<file path="config.mk">
export PLATFORM = sky130hd
export DESIGN_NAME = itch_lane_dispatch_scheduler
export DESIGN_NICKNAME = d
export VERILOG_FILES = /design/src/rtl/itch_lane_dispatch_scheduler.sv
export SDC_FILE = /design/constraint.sdc
export NUM_CORES = 2
export LEC_CHECK = 0
export CORE_AREA = 2 2 613 615
export DETAILED_ROUTE_END_ITERATION = 8
export DIE_AREA = 0 0 615 617
export GPL_ROUTABILITY_DRIVEN = 0
export GPL_TIMING_DRIVEN = 0
export SYNTH_ARGS = -nofsm -noshare
export SYNTH_HDL_FRONTEND = slang
export SYNTH_SLANG_ARGS = --single-unit
</file>
<file path="constraint.sdc">
create_clock -name clk -period 3.55 [get_ports clk]
set_clock_uncertainty 0.15 [all_clocks]
set_input_delay 0.5325 -clock clk [delete_from_list [all_inputs] [get_ports clk]]
set_output_delay 0.5325 -clock clk [all_outputs]
set_load 0.005 [all_outputs]
</file>
<file path="src/rtl/itch_lane_dispatch_scheduler.sv">
// itch_lane_dispatch_scheduler
// Shares one ITCH payload decoder bank between two feed lanes. Each lane has
// a single 512-bit hold register. Held payloads are granted round-robin, and
// unsupported message types are filtered out. Forwarded payloads go to the
// decoders as one-cycle valid pulses. Enable/drain sequencing and saturating
// statistics counters are included.
// Optional feature macro: SEQ_TAG_EN adds a 16-bit issue index (dec_seq).
module itch_lane_dispatch_scheduler #(
    parameter int         CNT_W     = 16,
    parameter logic [4:0] TYPE_MASK = 5'b11111
) (
    input  logic             clk,
    input  logic             rst_n,
    input  logic             enable,
    input  logic             in0_valid,
    output logic             in0_ready,
    input  logic [511:0]     in0_payload,
    input  logic             in1_valid,
    output logic             in1_ready,
    input  logic [511:0]     in1_payload,
    input  logic             dec_stall,
    output logic             dec_valid,
    output logic [511:0]     dec_payload,
    output logic             dec_lane,
    output logic             idle,
    output logic [CNT_W-1:0] acc_cnt0,
    output logic [CNT_W-1:0] acc_cnt1,
    output logic [CNT_W-1:0] drop_cnt
`ifdef SEQ_TAG_EN
    ,
    output logic [15:0]      dec_seq
`endif
);

    typedef enum logic [1:0] {
        IDLE  = 2'd0,
        RUN   = 2'd1,
        DRAIN = 2'd2
    } state_t;

    localparam logic [CNT_W-1:0] CNT_ONE = {{(CNT_W-1){1'b0}}, 1'b1};

    state_t         state;
    state_t         state_next;
    logic [511:0]   hold0;
    logic [511:0]   hold1;
    logic           hold_v0;
    logic           hold_v1;
    logic           rr;
    logic           grant_any;
    logic           grant0;
    logic           grant1;
    logic [511:0]   grant_payload;
    logic           grant_fwd;
    logic           accept0;
    logic           accept1;

    // Maps the ITCH message type byte onto its forwarding-enable bit; unknown types never forward
    function automatic logic type_enabled(input logic [7:0] msg_type);
        case (msg_type)
            8'h41:   return TYPE_MASK[0];
            8'h44:   return TYPE_MASK[1];
            8'h45:   return TYPE_MASK[2];
            8'h58:   return TYPE_MASK[3];
            8'h55:   return TYPE_MASK[4];
            default: return 1'b0;
        endcase
    endfunction

    // Round-robin grant between the held payloads; rr breaks the tie only when both holds are full
    always_comb begin
        grant_any     = ((state == RUN) || (state == DRAIN)) && !dec_stall && (hold_v0 || hold_v1);
        grant0        = grant_any && hold_v0 && (!hold_v1 || !rr);
        grant1        = grant_any && hold_v1 && (!hold_v0 || rr);
        grant_payload = grant1 ? hold1 : hold0;
        grant_fwd     = type_enabled(grant_payload[511:504]);
    end

    assign in0_ready = (state == RUN) && (!hold_v0 || grant0);
    assign in1_ready = (state == RUN) && (!hold_v1 || grant1);
    assign accept0   = in0_valid && in0_ready;
    assign accept1   = in1_valid && in1_ready;
    assign idle      = (state == IDLE) && !hold_v0 && !hold_v1;

    // Control state register
    always_ff @(posedge clk or negedge rst_n) begin
        if (!rst_n) begin
            state <= IDLE;
        end else begin
            state <= state_next;
        end
    end

    // Next-state logic: drain keeps granting pending holds until both are empty
    always_comb begin
        state_next = state;
        case (state)
            IDLE: begin
                if (enable) begin
                    state_next = RUN;
                end
            end
            RUN: begin
                if (!enable) begin
                    state_next = DRAIN;
                end
            end
            DRAIN: begin
                if (!hold_v0 && !hold_v1) begin
                    state_next = IDLE;
                end else if (enable) begin
                    state_next = RUN;
                end
            end
            default: state_next = IDLE;
        endcase
    end

    // Per-lane hold registers; a reload in the grant cycle wins over the clear
    always_ff @(posedge clk or negedge rst_n) begin
        if (!rst_n) begin
            hold0   <= '0;
            hold1   <= '0;
            hold_v0 <= 1'b0;
            hold_v1 <= 1'b0;
        end else begin
            if (accept0) begin
                hold0   <= in0_payload;
                hold_v0 <= 1'b1;
            end else if (grant0) begin
                hold_v0 <= 1'b0;
            end
            if (accept1) begin
                hold1   <= in1_payload;
                hold_v1 <= 1'b1;
            end else if (grant1) begin
                hold_v1 <= 1'b0;
            end
        end
    end

    // Round-robin pointer moves to the opposite lane after every grant, forwarded or dropped
    always_ff @(posedge clk or negedge rst_n) begin
        if (!rst_n) begin
            rr <= 1'b0;
        end else if (grant0) begin
            rr <= 1'b1;
        end else if (grant1) begin
            rr <= 1'b0;
        end
    end

    // Registered issue to the decoders; payload and lane hold their last value between pulses
    always_ff @(posedge clk or negedge rst_n) begin
        if (!rst_n) begin
            dec_valid   <= 1'b0;
            dec_payload <= '0;
            dec_lane    <= 1'b0;
        end else begin
            dec_valid <= 1'b0;
            if (grant_any && grant_fwd) begin
                dec_valid   <= 1'b1;
                dec_payload <= grant_payload;
                dec_lane    <= grant1;
            end
        end
    end

    // Saturating statistics counters; accepts and drops update independently
    always_ff @(posedge clk or negedge rst_n) begin
        if (!rst_n) begin
            acc_cnt0 <= '0;
            acc_cnt1 <= '0;
            drop_cnt <= '0;
        end else begin
            if (accept0 && (acc_cnt0 != '1)) begin
                acc_cnt0 <= acc_cnt0 + CNT_ONE;
            end
            if (accept1 && (acc_cnt1 != '1)) begin
                acc_cnt1 <= acc_cnt1 + CNT_ONE;
            end
            if (grant_any && !grant_fwd && (drop_cnt != '1)) begin
                drop_cnt <= drop_cnt + CNT_ONE;
            end
        end
    end

`ifdef SEQ_TAG_EN
    logic [15:0] seq_cnt;

    // Free-running issue index; only forwarded payloads consume an index
    always_ff @(posedge clk or negedge rst_n) begin
        if (!rst_n) begin
            seq_cnt <= 16'd0;
            dec_seq <= 16'd0;
        end else if (grant_any && grant_fwd) begin
            dec_seq <= seq_cnt;
            seq_cnt <= seq_cnt + 16'd1;
        end
    end
`endif

endmodule
</file>
==> run_results.csv <==
group,metric,value,unit
global_route,grt-ovfl-total,0,
drt,wl_per_cell,26.27,um
global_route,grt_usage,19.39,%
clock_network,cts_sinks,1591,
drt,drc,0,
worst_setup_path,r2r_setup_slack,0.10,ns
clock_network,root_buffer,"clkbuf_16",
power_and_ir_drop,ir_worst_vdd,0.4276,mV
final_layout,fin_nets,10330,
timing,hold_viol,120,
timing,period_minus_slack,3.449,ns
synth,syn_area_per_cell,9.432,um2
worst_setup_path,rr_startpoint,"state[1]",
worst_setup_path,crit_fanout,10,
synth,synth_cells,6802,
worst_setup_path,criticalPathCategory,"flip-flop to flip-flop",
clock_network,cts_tree,"built",
worst_setup_path,worstSetupStartpoint,"state[1]",
clock_network,cts_buffer_depth,4,
power_and_ir_drop,totalPowerFinal,0.07435,W
worst_setup_path,reg2reg_depth,10,
synth,ys_seq_area_share,62.06,%
clock_network,htreeDepth,4,
drt,vias,59630,
synth,synth_area,64160,um2
synth,ys_warn_count,0,
power_and_ir_drop,powerDensity,736.6,nW/um2
global_route,gr-usage-met1,24.76,%
status,violations,"hold timing",
worst_setup_path,rr_endpoint,"hold0[473]",
placement,portBuffers,1594,
synth,syn_nets,7839,
final_layout,drive_above_1_share,6.150,%
clock_network,cts_hold_buf,678,
timing,post-route-period-util,97.16,%
placement,hpwl,309.7,mm
power_and_ir_drop,p_leak,49.29,nW
final_layout,final_cells,14530,
drt,drt_iter0_drc,5139,
floorplanning,start_util,17.17,%
synth,synth_cell_types,45,
floorplanning,fp.dieW,615,um
clock_network,clkSlewWorstSetupHoldPaths,0.07,ns
drt,drt-total-wl,381.7,mm
floorplanning,design.core.area,373600,um2
global_route,grt_pass1_wl,507.4,mm
global_route,antenna_found_initial,191,
placement,dp.cells,13410,
worst_setup_path,startpoint_type,"flip-flop",
floorplanning,rows,225,
global_route,grt_use_met3,5.173,%
floorplanning,die_area,379500,um2
global_route,grt_max_degree,169,
floorplanning,pin_count,1595,
global_route,grt_pass1_vias,58690,
timing,relSlewSlack,19.88,%
worst_setup_path,cp-end-kind,"flip-flop",
worst_hold_path,hold_class,"input pin to asynchronous set/reset pin",
worst_setup_path,cp_data_arrival_time,4.09,ns
timing,layout_setup_ws,0.1009,ns
drt,ant_nets,0,
global_route,busiest_layer,"met2",
worst_setup_path,crit_required,4.19,ns
timing,fmax,289.9,MHz
timing,rsz0062_at_grt,"false",
drt,first_pass_iters,6,
status,outcome,"complete, but fails checks",
final_layout,syn_to_final_growth,57.33,%
synth,ys_ff_latch,1591,
timing,finalSetupViolCount,0,
run,cap_violations,0,
timing,drv_slew,0,
placement,dpl_worst_slack,-1.899,ns
floorplanning,die_height,617,um
clock_network,cts_buffers,191,
global_route,use_met2,30.10,%
timing,whs,-0.4892,ns
timing,worst_slew_pin_slew,1.202,ns
drt,viasPerCell,4.104,
clock_network,insertion_delay,0.86,ns
==> cells in the final DEF (no fill, tap or decap), types with 5 or more instances in the layout <==
| cell type | netlist | layout |
|---|---|---|
| mux2i_1 | 508 | 503 |
| nor4_1 | 10 | 10 |
| clkbuf_2 | 0 | 89 |
| clkinvlp_4 | 0 | 16 |
| ha_1 | 7 | 7 |
| xnor2_1 | 24 | 24 |
| and2_1 | 8 | 8 |
| dlygate4sd3_1 | 0 | 678 |
| clkbuf_1 | 303 | 218 |
| clkinv_2 | 0 | 26 |
| inv_1 | 7 | 7 |
| nand4_1 | 10 | 10 |
| buf_16 | 0 | 16 |
| clkbuf_8 | 0 | 47 |
| clkbuf_4 | 0 | 21 |
| buf_2 | 45 | 45 |
| o21ai_0 | 10 | 8 |
| o21ai_1 | 502 | 503 |
| inv_6 | 0 | 5 |
| bufinv_16 | 0 | 14 |
| and3_1 | 10 | 10 |
| buf_6 | 19 | 24 |
| clkbuf_16 | 0 | 195 |
| nand2_1 | 3608 | 3607 |
| nand3_1 | 22 | 22 |
| diode_2 | 0 | 86 |
| clkdlybuf4s50_1 | 0 | 1592 |
| mux2i_2 | 0 | 5 |
| buf_4 | 32 | 32 |
| dfrtp_1 | 1591 | 1591 |
| nor3_1 | 8 | 8 |
| nor2_1 | 13 | 13 |
| xor2_1 | 17 | 17 |
| buf_12 | 0 | 10 |
==> cell families after synthesis <==
| logic type | share of synthesized area [%] |
|---|---|
| AO/OA/AOI/OAI | 4.121 |
| XOR/XNOR | 0.5597 |
| adder cells (fa/ha/maj) | 0.1365 |
| buffers and inverters | 2.978 |
| flip-flops | 62.06 |
| multiplexers | 8.031 |
| AND/OR/NAND/NOR | 22.12 |
==> critical path: stages (launching register included) <==
cell      delay, ns
dfrtp_1        0.39
inv_1          0.10
ha_1           0.32
nand2b_4       0.08
o21ai_1        0.24
and3_1         0.31
clkbuf_2       0.39
buf_2          0.62
clkbuf_1       0.48
nand2_1        0.16
nand2_1        0.09
==> metrics by stage <==
stage	util [%]	TNS, ns	area [um2]	hold slack [ns]
CTS	26.91	-0.05587	100500	-0.5827
detailed placement	23.24	-1806.02	86810	0.3053
global placement	23.12	-	86360	0.3004
floorplan	-	0	64160	0.08691
finish	27.02	0	100900	-0.4892
global route	26.99	0	100800	-0.5080
==> layer usage <==
layer  up-vias  wire [um]
met5         -        672
met4       102      21710
met3       733      30700
met2      2727     169800
met1     29410     158800
li1      26660          -
==> area by class of cell <==
type	count	area, um2
clock buffer	268	5540
timing repair buffer	2303	23440
inverter	8	30.03
clock inverter	75	970.9
sequential	1591	39810
fill	39560	272600
multi-input combinational	4799	22480
antenna	86	215.2
tap	4994	6248
buffer	403	2206
==> worst max path at each step <==
stage / end / cells after the start / slack (ns)
floorplan: dec_payload[426] / 13 / 0.95
detailed placement: dec_payload[71] / 8 / -1.90
global placement: dec_payload[486] / 1 / -75.18
CTS: dec_payload[284] / 9 / -0.02
finish: hold0[473] / 10 / 0.10
global route: hold0[473] / 10 / 0.0009
==> registers in the layout, indices dropped and copies added, names as in the netlist <==
register and flops:
acc_cnt1 16, state 2, dec_valid 1, rr 1, hold_v1 1, dec_payload 512
acc_cnt0 16, drop_cnt 16, hold_v0 1, hold0 512, hold1 512, dec_lane 1
==> power by group <==
| group | internal, W | total (W) | leakage [nW] | switching (W) |
|---|---|---|---|---|
| clock | 0.0120 | 0.0206 | 3.16 | 0.00866 |
| combinational | 0.00948 | 0.0229 | 25.5 | 0.0134 |
| sequential | 0.0248 | 0.0308 | 20.6 | 0.00597 |
==> cell usage after synthesis, drive strengths merged <==
cell type	number	area share, %
nand2	3608	21
clkbuf	303	1.8
mux2i	508	7.9
mux2	6	0.11
a211o	1	0.014
o21a	1	0.012
nand3	22	0.17
xor2	17	0.23
dfrtp	1591	62
nor4b	1	0.014
nand4	10	0.098
and3	11	0.12
xnor2	24	0.33
nor4	10	0.098
or3	4	0.039
o21ba	1	0.016
nor4bb	2	0.031
nor3	9	0.078
nor2	13	0.076
or3b	1	0.014
a211oi	1	0.012
nand2b	6	0.070
buf	101	1.2
inv	8	0.047
or4b	1	0.016
nor3b	2	0.023
o31ai	3	0.035
nor2b	4	0.039
o21ai	513	4.0
and2	9	0.088
a31o	1	0.014
ha	7	0.14
and4	3	0.041
==> repair_timing <==
action / CTS / global route
pin swaps: 3 / 0
cloned: 2 / 3
setup buffers: 5 / 4
endpoints found under the setup margin: 1499 / 991
hold endpoints to repair: 798 / 120
resized for setup: 145 / 64
Power figures use the tool's default switching activity.
